`config.mk`:
```
export PLATFORM = sky130hd
export DESIGN_NAME = rv_mem_arb
export DESIGN_NICKNAME = d
export VERILOG_FILES = /design/src/rtl/rv_mem_arb.sv
export SDC_FILE = /design/constraint.sdc
export NUM_CORES = 1
export LEC_CHECK = 0
export BUFFER_PORTS_ARGS = -buffer_cell sky130_fd_sc_hd__buf_2
export CAP_MARGIN = 10
export CORE_ASPECT_RATIO = 0.7
export CORE_MARGIN = 4
export CORE_UTILIZATION = 43
export DETAILED_ROUTE_END_ITERATION = 8
export PLACE_DENSITY = 0.76
export SYNTH_ARGS = -nofsm -noshare
export SYNTH_HDL_FRONTEND = slang
export SYNTH_SLANG_ARGS = --single-unit
```
`constraint.sdc`:
```
create_clock -name clk -period 1.97 [get_ports clk]
set_clock_uncertainty 0.2 [all_clocks]
set_input_delay 0.2955 -clock clk [delete_from_list [all_inputs] [get_ports clk]]
set_output_delay 0.2955 -clock clk [all_outputs]
set_load 0.02 [all_outputs]
```
`src/rtl/rv_mem_arb.sv`:
```
// rv_mem_arb: shares one single-ported unified memory between instruction fetch
// and the load/store port. Data wins ties unless fetch has been passed over
// STARVE_MAX times in a row; accesses that never see mem_ready_i are aborted.
module rv_mem_arb #(
    parameter int unsigned AW         = 32,
    parameter int unsigned DW         = 32,
    parameter int unsigned STARVE_MAX = 4,
    parameter int unsigned TIMEOUT    = 255
) (
    input  logic            clk,
    input  logic            rstn,
    input  logic            if_req_i,
    input  logic [AW-1:0]   if_addr_i,
    output logic            if_ack_o,
    output logic [DW-1:0]   if_rdata_o,
    input  logic            d_rd_i,
    input  logic            d_wr_i,
    input  logic [AW-1:0]   d_addr_i,
    input  logic [DW-1:0]   d_wdata_i,
    input  logic [DW/8-1:0] d_wstrb_i,
    output logic            d_ack_o,
    output logic [DW-1:0]   d_rdata_o,
    output logic            mem_req_o,
    output logic            mem_we_o,
    output logic [AW-1:0]   mem_addr_o,
    output logic [DW-1:0]   mem_wdata_o,
    output logic [DW/8-1:0] mem_wstrb_o,
    input  logic            mem_ready_i,
    input  logic [DW-1:0]   mem_rdata_i,
    output logic            busy_o,
    output logic            err_o
);

    localparam int unsigned SW = DW / 8;
    localparam int unsigned CW = (STARVE_MAX > 0) ? $clog2(STARVE_MAX + 1) : 1;
    localparam int unsigned TW = (TIMEOUT > 0) ? $clog2(TIMEOUT + 1) : 1;

    typedef enum logic [1:0] {
        IDLE    = 2'd0,
        BUSY_IF = 2'd1,
        BUSY_D  = 2'd2
    } state_e;

    state_e          state_q, state_d;
    logic [CW-1:0]   starve_q, starve_d;
    logic [TW-1:0]   tmo_q, tmo_d;
    logic            if_ack_q, if_ack_d;
    logic [DW-1:0]   if_rdata_q, if_rdata_d;
    logic            d_ack_q, d_ack_d;
    logic [DW-1:0]   d_rdata_q, d_rdata_d;
    logic            mem_req_q, mem_req_d;
    logic            mem_we_q, mem_we_d;
    logic [AW-1:0]   mem_addr_q, mem_addr_d;
    logic [DW-1:0]   mem_wdata_q, mem_wdata_d;
    logic [SW-1:0]   mem_wstrb_q, mem_wstrb_d;
    logic            busy_q, busy_d;
    logic            err_q, err_d;

    logic            if_elig;
    logic            d_elig;
    logic            grant_if;
    logic            grant_d;
    logic            timed_out;

    // State and output registers; reset abandons any access in flight.
    always_ff @(posedge clk or negedge rstn) begin
        if (!rstn) begin
            state_q     <= IDLE;
            starve_q    <= '0;
            tmo_q       <= '0;
            if_ack_q    <= 1'b0;
            if_rdata_q  <= '0;
            d_ack_q     <= 1'b0;
            d_rdata_q   <= '0;
            mem_req_q   <= 1'b0;
            mem_we_q    <= 1'b0;
            mem_addr_q  <= '0;
            mem_wdata_q <= '0;
            mem_wstrb_q <= '0;
            busy_q      <= 1'b0;
            err_q       <= 1'b0;
        end else begin
            state_q     <= state_d;
            starve_q    <= starve_d;
            tmo_q       <= tmo_d;
            if_ack_q    <= if_ack_d;
            if_rdata_q  <= if_rdata_d;
            d_ack_q     <= d_ack_d;
            d_rdata_q   <= d_rdata_d;
            mem_req_q   <= mem_req_d;
            mem_we_q    <= mem_we_d;
            mem_addr_q  <= mem_addr_d;
            mem_wdata_q <= mem_wdata_d;
            mem_wstrb_q <= mem_wstrb_d;
            busy_q      <= busy_d;
            err_q       <= err_d;
        end
    end

    // Arbitration, transaction tracking and next-output computation.
    always_comb begin
        state_d     = state_q;
        starve_d    = starve_q;
        tmo_d       = tmo_q;
        if_ack_d    = 1'b0;
        if_rdata_d  = if_rdata_q;
        d_ack_d     = 1'b0;
        d_rdata_d   = d_rdata_q;
        mem_req_d   = mem_req_q;
        mem_we_d    = mem_we_q;
        mem_addr_d  = mem_addr_q;
        mem_wdata_d = mem_wdata_q;
        mem_wstrb_d = mem_wstrb_q;
        err_d       = 1'b0;
        grant_if    = 1'b0;
        grant_d     = 1'b0;
        timed_out   = 1'b0;

        // A requester being acked this cycle is dropping its request.
        if_elig = if_req_i && !if_ack_q;
        d_elig  = (d_rd_i || d_wr_i) && !d_ack_q;

        case (state_q)
            IDLE: begin
                grant_if = if_elig && (!d_elig || (starve_q == CW'(STARVE_MAX)));
                grant_d  = d_elig && !grant_if;

                if (!if_req_i || grant_if) begin
                    starve_d = '0;
                end else if (grant_d && (starve_q != CW'(STARVE_MAX))) begin
                    starve_d = starve_q + CW'(1);
                end

                if (grant_if) begin
                    state_d     = BUSY_IF;
                    mem_req_d   = 1'b1;
                    mem_we_d    = 1'b0;
                    mem_addr_d  = if_addr_i;
                    mem_wdata_d = '0;
                    mem_wstrb_d = '0;
                    tmo_d       = '0;
                end else if (grant_d) begin
                    // Simultaneous read and write decode is handled as a store.
                    state_d     = BUSY_D;
                    mem_req_d   = 1'b1;
                    mem_we_d    = d_wr_i;
                    mem_addr_d  = d_addr_i;
                    mem_wdata_d = d_wdata_i;
                    mem_wstrb_d = d_wr_i ? d_wstrb_i : '0;
                    tmo_d       = '0;
                end
            end

            BUSY_IF, BUSY_D: begin
                timed_out = (TIMEOUT != 0) && !mem_ready_i &&
                            (tmo_q == TW'(TIMEOUT - 1));
                if (mem_ready_i || timed_out) begin
                    state_d     = IDLE;
                    mem_req_d   = 1'b0;
                    mem_we_d    = 1'b0;
                    mem_wstrb_d = '0;
                    err_d       = timed_out;
                    if (state_q == BUSY_IF) begin
                        if_ack_d   = 1'b1;
                        if_rdata_d = timed_out ? '0 : mem_rdata_i;
                    end else begin
                        d_ack_d = 1'b1;
                        if (timed_out) begin
                            d_rdata_d = '0;
                        end else if (!mem_we_q) begin
                            d_rdata_d = mem_rdata_i;
                        end
                    end
                end else begin
                    tmo_d = tmo_q + TW'(1);
                end
            end

            default: begin
                state_d = IDLE;
            end
        endcase

        busy_d = (state_d != IDLE);
    end

    assign if_ack_o    = if_ack_q;
    assign if_rdata_o  = if_rdata_q;
    assign d_ack_o     = d_ack_q;
    assign d_rdata_o   = d_rdata_q;
    assign mem_req_o   = mem_req_q;
    assign mem_we_o    = mem_we_q;
    assign mem_addr_o  = mem_addr_q;
    assign mem_wdata_o = mem_wdata_q;
    assign mem_wstrb_o = mem_wstrb_q;
    assign busy_o      = busy_q;
    assign err_o       = err_q;

endmodule

```
# After elaboration in Yosys (flattened, before gate mapping)

Index checks and enable logic that the tools add are counted.

Flip-flop bits (word level): 151
Logic and storage cells: 91

$add $sub $neg: 2
Equal/unequal tests: 9
Multiplexer cells: 37
Bitwise logic cells: 1
Reductions and logical operators: 28

Operators by type and width:

| cell                  | number |
|---|---|
| $mux W32              | 7 |
| $mux W8               | 3 |
| $mux W4               | 4 |
| $pmux W8 S2           | 1 |
| $mux W1               | 13 |
| $reduce_and A3 Y1     | 3 |
| $add A8 B1 Y8 const B | 1 |
| $eq A8 B8 Y1 const B  | 1 |
| $pmux W4 S2           | 1 |
| $reduce_bool A2 Y1    | 4 |
| $logic_and A1 B1 Y1   | 6 |
| $logic_not A1 Y1      | 6 |
| $mux W2               | 3 |
| $mux W3               | 2 |
| $ne A3 B3 Y1 const B  | 2 |
| $logic_or A1 B1 Y1    | 4 |
| $ne A2 B2 Y1 const B  | 2 |
| $pmux W1 S2           | 2 |
| $pmux W2 S2           | 1 |
| $reduce_and A2 Y1     | 2 |
| $reduce_and A4 Y1     | 1 |
| $add A3 B1 Y3 const B | 1 |
| $eq A3 B3 Y1 const B  | 1 |
| $eq A2 B1 Y1 const B  | 1 |
| 5 further kinds       | 5 |

# Logic depth before layout (Yosys ltp)

Gate-level depths: netlist of the first run.

Depth after elaboration: 11
Depth in mapped cells: 8
Depth with buffers taken out: 6

# Least setup slack after synthesis of the first run

Ideal clock, no wire load.

Path type: register to register
Start point: register state_q[0]
End point: register mem_wstrb_q[0] (netlist: mem_wstrb_o[0])
Library setup time: 121 ps
Arrival: 1834 ps
Data required time: 1649 ps
Path slack: -185 ps
Cell stages (with the launch flop): 8
Path through: dfrtp_1 > inv_1 > ha_1 > clkbuf_1 > o211a_1 > or3b_1 > buf_2 > a22o_1

Cells in the longest elaborated chain, start to end: 4
Elaborated cells on any way between the ends: 9
Classes of those cells: eq/ne: 4; mux: 1; reduce/logical: 4

Ends and longest elaborated chain:

| what                                                         | line | text |
|---|---|---|
| from (decl)                                                  | 44   | `state_e state_q, state_d;` |
| from (signal assigned)                                       | 83   | `state_q <= state_d;` |
| $eq A2 B1 Y1 or $eq A2 B2 Y1 (tied branches)                 | 123  | `case (state_q)` |
| $reduce_or A2 Y1                                             | 123  |  |
| $ne A2 B2 Y1 (no line) or $reduce_bool A2 Y1 (tied branches) | n/a  |  |
| $reduce_and A3 Y1 (no line)                                  | n/a  |  |
| to (signal assigned)                                         | 94   | `mem_wstrb_q <= mem_wstrb_d;` |
| to (decl)                                                    | 55   | `logic [SW-1:0] mem_wstrb_q, mem_wstrb_d;` |

Several ways; a longest one is shown, not always the timed one.
A chain may end at the register's enable or synchronous reset.

# Worst setup path after layout of the first run

Start point: register state_q[1]
End point: register tmo_q[4]

Cells in the longest elaborated chain, start to end: 4
Elaborated cells on any way between the ends: 9
Classes of those cells: eq/ne: 4; mux: 1; reduce/logical: 4

Ends and longest elaborated chain:

| what                                                         | line | text |
|---|---|---|
| $eq A2 B1 Y1 or $eq A2 B2 Y1 (tied branches)                 | 123  |  |
| $reduce_or A2 Y1                                             | 123  |  |
| $ne A2 B2 Y1 (no line) or $reduce_bool A2 Y1 (tied branches) | n/a  |  |
| $reduce_and A3 Y1 (no line)                                  | n/a  |  |
| to (signal assigned)                                         | 85   | `tmo_q <= tmo_d;` |
| to (decl)                                                    | 46   | `logic [TW-1:0] tmo_q, tmo_d;` |

Several ways; a longest one is shown, not always the timed one.

==> metrics.md, run 1 <==
| Metric | Value |
|---|---|
| Status | `complete, but fails checks` |
| Failing checks | `negative hold slack, negative setup slack` |
| Finished Cell Area | `10200 sq um` |
| Num ports | `~280` |
| Mean Syn Cell Area | `roughly 11 sq um` |
| Post-synthesis sequential area ratio | `0.597` |
| Final Cycle Share | `1.02` |
| Remaining DRCs | `0` |
| Final WS setup | `-0.0377 ns` |
| Worst slew margin | `0.632` |
| Max-slew violations | `0` |
| Port bufs | `between 200 and 300` |
| Largest family of logic cells by synthesized area | `compound AO/OA/AOI/OAI gates` |
| Via Count | `6196` |
| Most frequent cell after synthesis | `dfrtp_1` |
| RSZ-0062 raised after global routing | `true` |
| PwrDens | `approximately 1600 nW/um^2` |
| Core Util, Final | `0.722` |
| Flops & latches, synth | `151` |
| Clock Tree Buf Depth | `2` |
| Total CTS buffers | `17` |
| Placed insts | `between 1000 and 1500` |
| Max Freq | `between 0.4 and 0.5 GHz` |
| Main area contributors after synthesis | `dfrtp_1 (60%), a22o_1 (9.4%), mux2i_1 (5.4%)` |
| Post-synth top area cell | `dfrtp_1` |
| Clock Sinks | `about 150` |
| DP HPWL | `~13000 microns` |
| DR vias/cell | `5.24` |
| Total Routed Length | `between 20000 and 25000 microns` |
| Async S/R FF share, synth | `1.00` |
| Multiplexer share of the synthesized area | `0.0537` |
| Antenna Nets Post-Route | `0` |
| Arrival time worst endpoint | `about 2.2 ns` |
| Worst Hold Margin | `-0.0203 ns` |
| Ratio of cells with drive above 1 in the final layout | `0.402` |
| DRT iter0 DRCs | `420` |
| NumNets Final | `1124` |
| Grt total ovfl | `0` |
| Startpoint Class | `register` |
| Clk Latency, worst-skew pair | `a little over 0.4 ns` |
| Unique masters post-synth | `46` |
| Post-Synthesis Cells | `around 560` |
| Largest net degree at the start of global routing | `between 50 and 60` |
| Post-Synth Simple-Gate Area | `0.0962` |
| Prevailing post-synth register cell | `dfrtp_1` |
| Average wire per standard cell | `between 15 and 20 microns` |
| Width of the die | `153 microns` |
| Fin cells | `about 1200` |
| Required @ worst endpoint | `roughly 2.1 ns` |
| Initial cell density of the core | `0.446` |
| Area grow syn2layout | `61.7%` |
| Synth Area in XOR/XNOR | `0` |
| Cell Area, Placed | `roughly 8300 sq um` |
| Vias in the first global route | `approximately 6400` |
| TritonCTS clock tree | `built` |
| Max-capacitance violation count | `0` |
| Leakage Power | `0.00513 uW` |
| Htree depth | `4` |
| Initial antenna violation count | `1` |
| Critical Path Fanout Max | `5` |
| Global router's overall resource usage | `0.250` |
| Top cell type's share of synthesized area | `0.597` |
| Final setup fails | `3` |
| Synth Area in Adders | `0.0138` |
| DRT Pass-1 Iters | `5` |
| Worst min path class | `in -> reg` |
| Compound-Gate Fraction of Synth Area | `0.186` |
| Worst VDD drop | `around 0.0011 V` |
| WS Path Type | `reg -> reg` |
| Die Y | `about 110 microns` |
| Post-route minimum period | `between 2 and 2.5 ns` |
| Post-Syn Nets | `701` |
| First-pass GRT wire length | `around 33000 microns` |
| Least-Margin Pin Slew | `around 0.55 ns` |
| Final hold vios | `3` |
| Commonest cells post-synth | `dfrtp_1 (151), a22o_1 (68), o21ai_0 (65)` |
| Post-Syn Area | `between 6000 and 7000 sq um` |
| Cell Rows | `36` |
| Final GP Congestion | `approximately 0.86` |
| Post-synth EDFFs | `0` |
| Die area | `roughly 17000 sq um` |
| Total core area | `between 10000 and 15000 sq um` |
| Syn. warnings | `0` |
| Clk slew on worst S/H paths | `0.06 ns` |
| CTS root buf | `clkbuf_16` |
| Number of fill cells in the layout | `slightly above 900` |
| Setup crit end kind | `register` |
[power by group]
group	internal [uW]	total (uW)	switching [uW]
sequential	4540	5370	835
combinational	3320	8170	4850
clock	1910	3280	1370
total	9760	16800	7060
[critical path, cell delays in order (launching register included)]
cell,delay (ns)
dfrtp_1,0.37
inv_2,0.06
ha_4,0.29
or2_4,0.12
o211ai_1,0.15
buf_4,0.20
or4_4,0.41
a21oi_2,0.14
[metrics by stage]
step	worst slack, ns	setup TNS [ns]	power (uW)
6_report	-0.0377	-0.0729	16800
4_1_cts	-0.0213	-0.0438	16500
3_5_place_dp	-0.00286	-0.00286	12900
3_3_place_gp	0.0439	0	12700
2_1_floorplan	0.00277	0	9860
5_1_grt	-0.113	-0.637	17800
[sequential cells by signal (all words and copies together) (netlist names)]
name	count
starve_q	3
mem_we_o	1
busy_o	1
mem_req_o	1
mem_wdata_o	32
if_rdata_o	32
state_q	2
tmo_q	8
mem_wstrb_o	4
err_o	1
d_rdata_o	32
if_ack_o	1
d_ack_o	1
mem_addr_o	32
[layout make-up]
| type | instances | area, sq um | share of cell area |
|---|---|---|---|
| clock buffer | 18 | 429 | 0.0419 |
| inverter | 41 | 154 | 0.0150 |
| multi-input combinational | 321 | 2370 | 0.232 |
| antenna | 1 | 2.50 | 0.000244 |
| sequential | 151 | 3780 | 0.369 |
| timing repair buffer | 447 | 3100 | 0.303 |
| tap | 190 | 238 | 0.0232 |
| clock inverter | 14 | 165 | 0.0161 |
[per-layer routing]
layer,vias to the layer above,wire length (microns),track usage
met4,0,482,0.0915
met2,309,10700,0.417
li1,2866,-,-
met1,2984,8860,0.323
met5,-,0,0
met3,37,1440,0.0598
[worst paths after layout]
check / end / depth (start not counted) / from / slack (ns)
hold / removal: mem_addr_o[6] / 3 / d_addr_i[6] / -0.02
setup reg to reg: tmo_q[4] / 7 / state_q[1] / -0.04
min in group asynchronous: d_rdata_o[10] / 2 / rstn / 0.17
max in group asynchronous: starve_q[1] / 3 / rstn / 0.74
hold reg to reg: mem_addr_o[30] / 2 / mem_addr_o[30] / 0.28
setup / recovery: tmo_q[4] / 7 / state_q[1] / -0.04
[what timing repair did]
item                       CTS  global route
pin swaps                    2            13
setup buffers                1             7
resized for setup            5            48
hold endpoints to repair   275             1
setup endpoints to repair   12           121
hold buffers               111             1
gates cloned                 0             1
[cells by family after synthesis]
logic type,Yosys count
compound gates,168
flops,151
simple gates,112
buf+inv,84
mux,34
fa+ha+maj,7
[placed cells by master, fill, tap and decap left out, drive strengths merged, types with 3 or more instances in the layout]
master,instances
inv,48
or4,4
clkinvlp,3
dlygate4sd3,112
clkbuf,18
nand2,39
a21oi,7
nand4,35
nand3,4
ha,7
nor3,4
mux2i,34
o31ai,4
dfrtp,151
buf,335
nand2b,6
o21ai,72
a22o,68
nor2,7
No activity file was read; power rests on OpenSTA's default activity.
==> run 2, diff against run 1 <==
Settings changed: ABC_CLOCK_PERIOD_IN_PS set to 1970, SETUP_SLACK_MARGIN set to 0.5.
==> run 2 against run 1 <==
Net effect:
- the run still ends with negative hold slack, negative setup slack left
- register-to-register slack worse by 0.05 ns
- hold slack better by 0.019 ns
- utilization is 14 points higher
- critical path depth is 2 lower
- routed wire length is 38% higher
- via count is 15% higher
- final cell count is 6.9% higher
- clock power is 6.4% lower
- sequential share of layout area is 6.1 points lower
- highest routed layer unchanged
- sequential power is 6.7% higher
- first-iteration DRC count is 58% higher
==> metrics.md, run 2 (synthesis results as in run 1) <==
| Metric | Value |
|---|---|
| Slowest CP cell | `dfrtp_1` |
| Post-route minimum period | `2.06 ns` |
| Required @ worst endpoint | `roughly 2.1 ns` |
| Total core area | `roughly 14000 sq um` |
| Clock Sinks | `151` |
| Most common cell after layout, fill and taps aside | `dfrtp_1` |
| WS Path Type | `reg -> reg` |
| Die Y | `about 110 microns` |
| Met3 usage | `0.0618` |
| Total Routed Length | `just under 30000 microns` |
| Critical Path Fanout Max | `30` |
| Internal power | `roughly 12000 uW` |
| Initial antenna violation count | `1` |
| Critical path depth | `5` |
| Clk slew on worst S/H paths | `around 0.07 ns` |
| Switching share of power | `0.411` |
| Max Freq | `0.486 GHz` |
| Worst VDD drop | `between 0.001 and 0.0015 V` |
| Final GP Congestion | `approximately 0.86` |
| Number of fill cells in the layout | `around 600` |
| P_sw | `a little under 9000 uW` |
| Clock Tree Buf Depth | `2` |
| Worst min path class | `in -> reg` |
| Area of the multi-input gates | `around 2700 sq um` |
| PwrDens | `around 1700 nW/um^2` |
| Worst slew margin | `0.663` |
| DR vias/cell | `5.66` |
| Max-slew violations | `0` |
| Die area | `16800 sq um` |
| TritonCTS clock tree | `built` |
| Area grow syn2layout | `93.9%` |
| Clock power frac | `0.146` |
| Worst path max stage delay | `0.38 ns` |
| Least-Margin Pin Slew | `between 0.5 and 0.6 ns` |
| Failing checks | `negative hold slack, negative setup slack` |
| GR Util met1 | `0.364` |
| Port bufs | `around 280` |
| Num ports | `276` |
| Final hold vios | `1` |
| Vias in the first global route | `~7000` |
| Worst r2r path cells | `5` |
| Cell Rows | `36` |
| Most used routing layer | `met2` |
| Fin cells | `between 1000 and 1500` |
| WP buf/inv | `2` |
| Global router's overall resource usage | `0.286` |
| Average wire per standard cell | `about 23 microns` |
| Leakage Power | `0.00589 uW` |
| Worst Hold Margin | `-0.00121 ns` |
| Final setup fails | `10` |
| Sequential Power Share | `0.272` |
| RSZ-0062 raised after global routing | `true` |
| DRT iter0 DRCs | `663` |
| Width of the die | `around 150 microns` |
| DP HPWL | `12900 microns` |
| Setup TNS | `-0.484 ns` |
| Total CTS buffers | `17` |
| Placed insts | `1009` |
| Max-capacitance violation count | `0` |
| Antenna Nets Post-Route | `0` |
| Hold Crit Depth | `3` |
| Largest net degree at the start of global routing | `51` |
| Clk Latency, worst-skew pair | `a little over 0.4 ns` |
| Core Util, Final | `0.865` |
| Final WS setup | `-0.0861 ns` |
| NumNets Final | `1205` |
| Gate power share | `0.583` |
| Cell class contributing the biggest share of worst-path delay | `buffers and inverters` |
| Grt total ovfl | `0` |
| Status | `complete, but fails checks` |
| M2 GR Usage | `0.488` |
| First-pass GRT wire length | `37800 microns` |
| Crit-path cells | `inv_2, ha_4, buf_4, and3b_2, a22o_1` |
| DRT Pass-1 Iters | `5` |
| Setup crit end kind | `register` |
| Initial cell density of the core | `0.446` |
| Remaining DRCs | `0` |
| Final Cycle Share | `1.04` |
| Ratio of cells with drive above 1 in the final layout | `0.489` |
| CTS root buf | `clkbuf_16` |
| Htree depth | `4` |
| Register Area | `roughly 3800 sq um` |
| Startpoint Class | `register` |
| Via Count | `7156` |
| Arrival time worst endpoint | `~2.2 ns` |
| Most frequent cells in the layout | `dfrtp_1 (149), buf_2 (147), buf_6 (128)` |
| Tot Pwr | `between 20000 and 25000 uW` |
## run 2: cell count changes in the layout (fill, tap and decap cells not counted), moves of 14 or more
cell / change
dlygate4sd3_1: +14
o21ai_0: -46
buf_2: -128
buf_4: +54
buf_6: +124
o21ai_2: +32
## run 2: layout make-up
class / instances / area share
repair buffers: 528 / 0.394
flip-flops and latches: 151 / 0.308
multi-input cells: 321 / 0.221
clock buffers: 19 / 0.0353
well taps: 190 / 0.0194
inverters: 41 / 0.0129
clock inverters: 13 / 0.00897
diodes: 2 / 0.000408
## run 2: worst min-delay path, cell delays in order
cell,delay (ns)
buf_2,0.07
mux2i_1,0.06
o21ai_1,0.13
## run 2: timing repair
item | in CTS | in global routing
gates resized for setup | 101 | 261
setup endpoints to repair | 180 | 278
cloned | 10 | 2
endpoints found under the hold margin | 191 | 1
setup buffers | 26 | 58
hold buffers | 125 | 1
pin swaps | 18 | 31
## run 2: path summary, 6_finish.rpt
path	startpoint	endpoint	slack (ns)
max	state_q[1]	mem_wstrb_o[2]	-0.09
min	if_addr_i[31]	mem_addr_o[31]	-0.001
max reg2reg	state_q[1]	mem_wstrb_o[2]	-0.09
min reg2reg	mem_wdata_o[27]	mem_wdata_o[27]	0.30
max in group asynchronous	rstn	mem_wdata_o[22]	0.78
min in group asynchronous	rstn	if_rdata_o[12]	0.19
## run 2: per-layer routing
metal / vias to the layer above / share of wire / routed length [microns]
li1: 3036 / - / -
met1: 3570 / 0.38 / 11200
met2: 452 / 0.52 / 15300
met3: 98 / 0.068 / 2010
met4: 0 / 0.039 / 1150
met5: - / 0 / 0
## run 2: power groups by stage
stage | combinational, uW | clock (uW) | sequential (uW)
2_1_floorplan | 3200 | 0 | 6990
3_3_place_gp | 7300 | 0 | 5290
3_5_place_dp | 7450 | 0 | 5290
4_1_cts | 9260 | 3060 | 5340
5_1_grt | 12800 | 3250 | 5840
6_report | 12300 | 3070 | 5730
## run 2: through the flow
step / cell area (sq um) / setup slack [ns]
3_5_place_dp: 8200 / -0.108
6_report: 12300 / -0.0861
3_3_place_gp: 8200 / 0.0585
2_1_floorplan: 6540 / 0.0141
5_1_grt: 12300 / -0.115
4_1_cts: 10900 / 0.0287
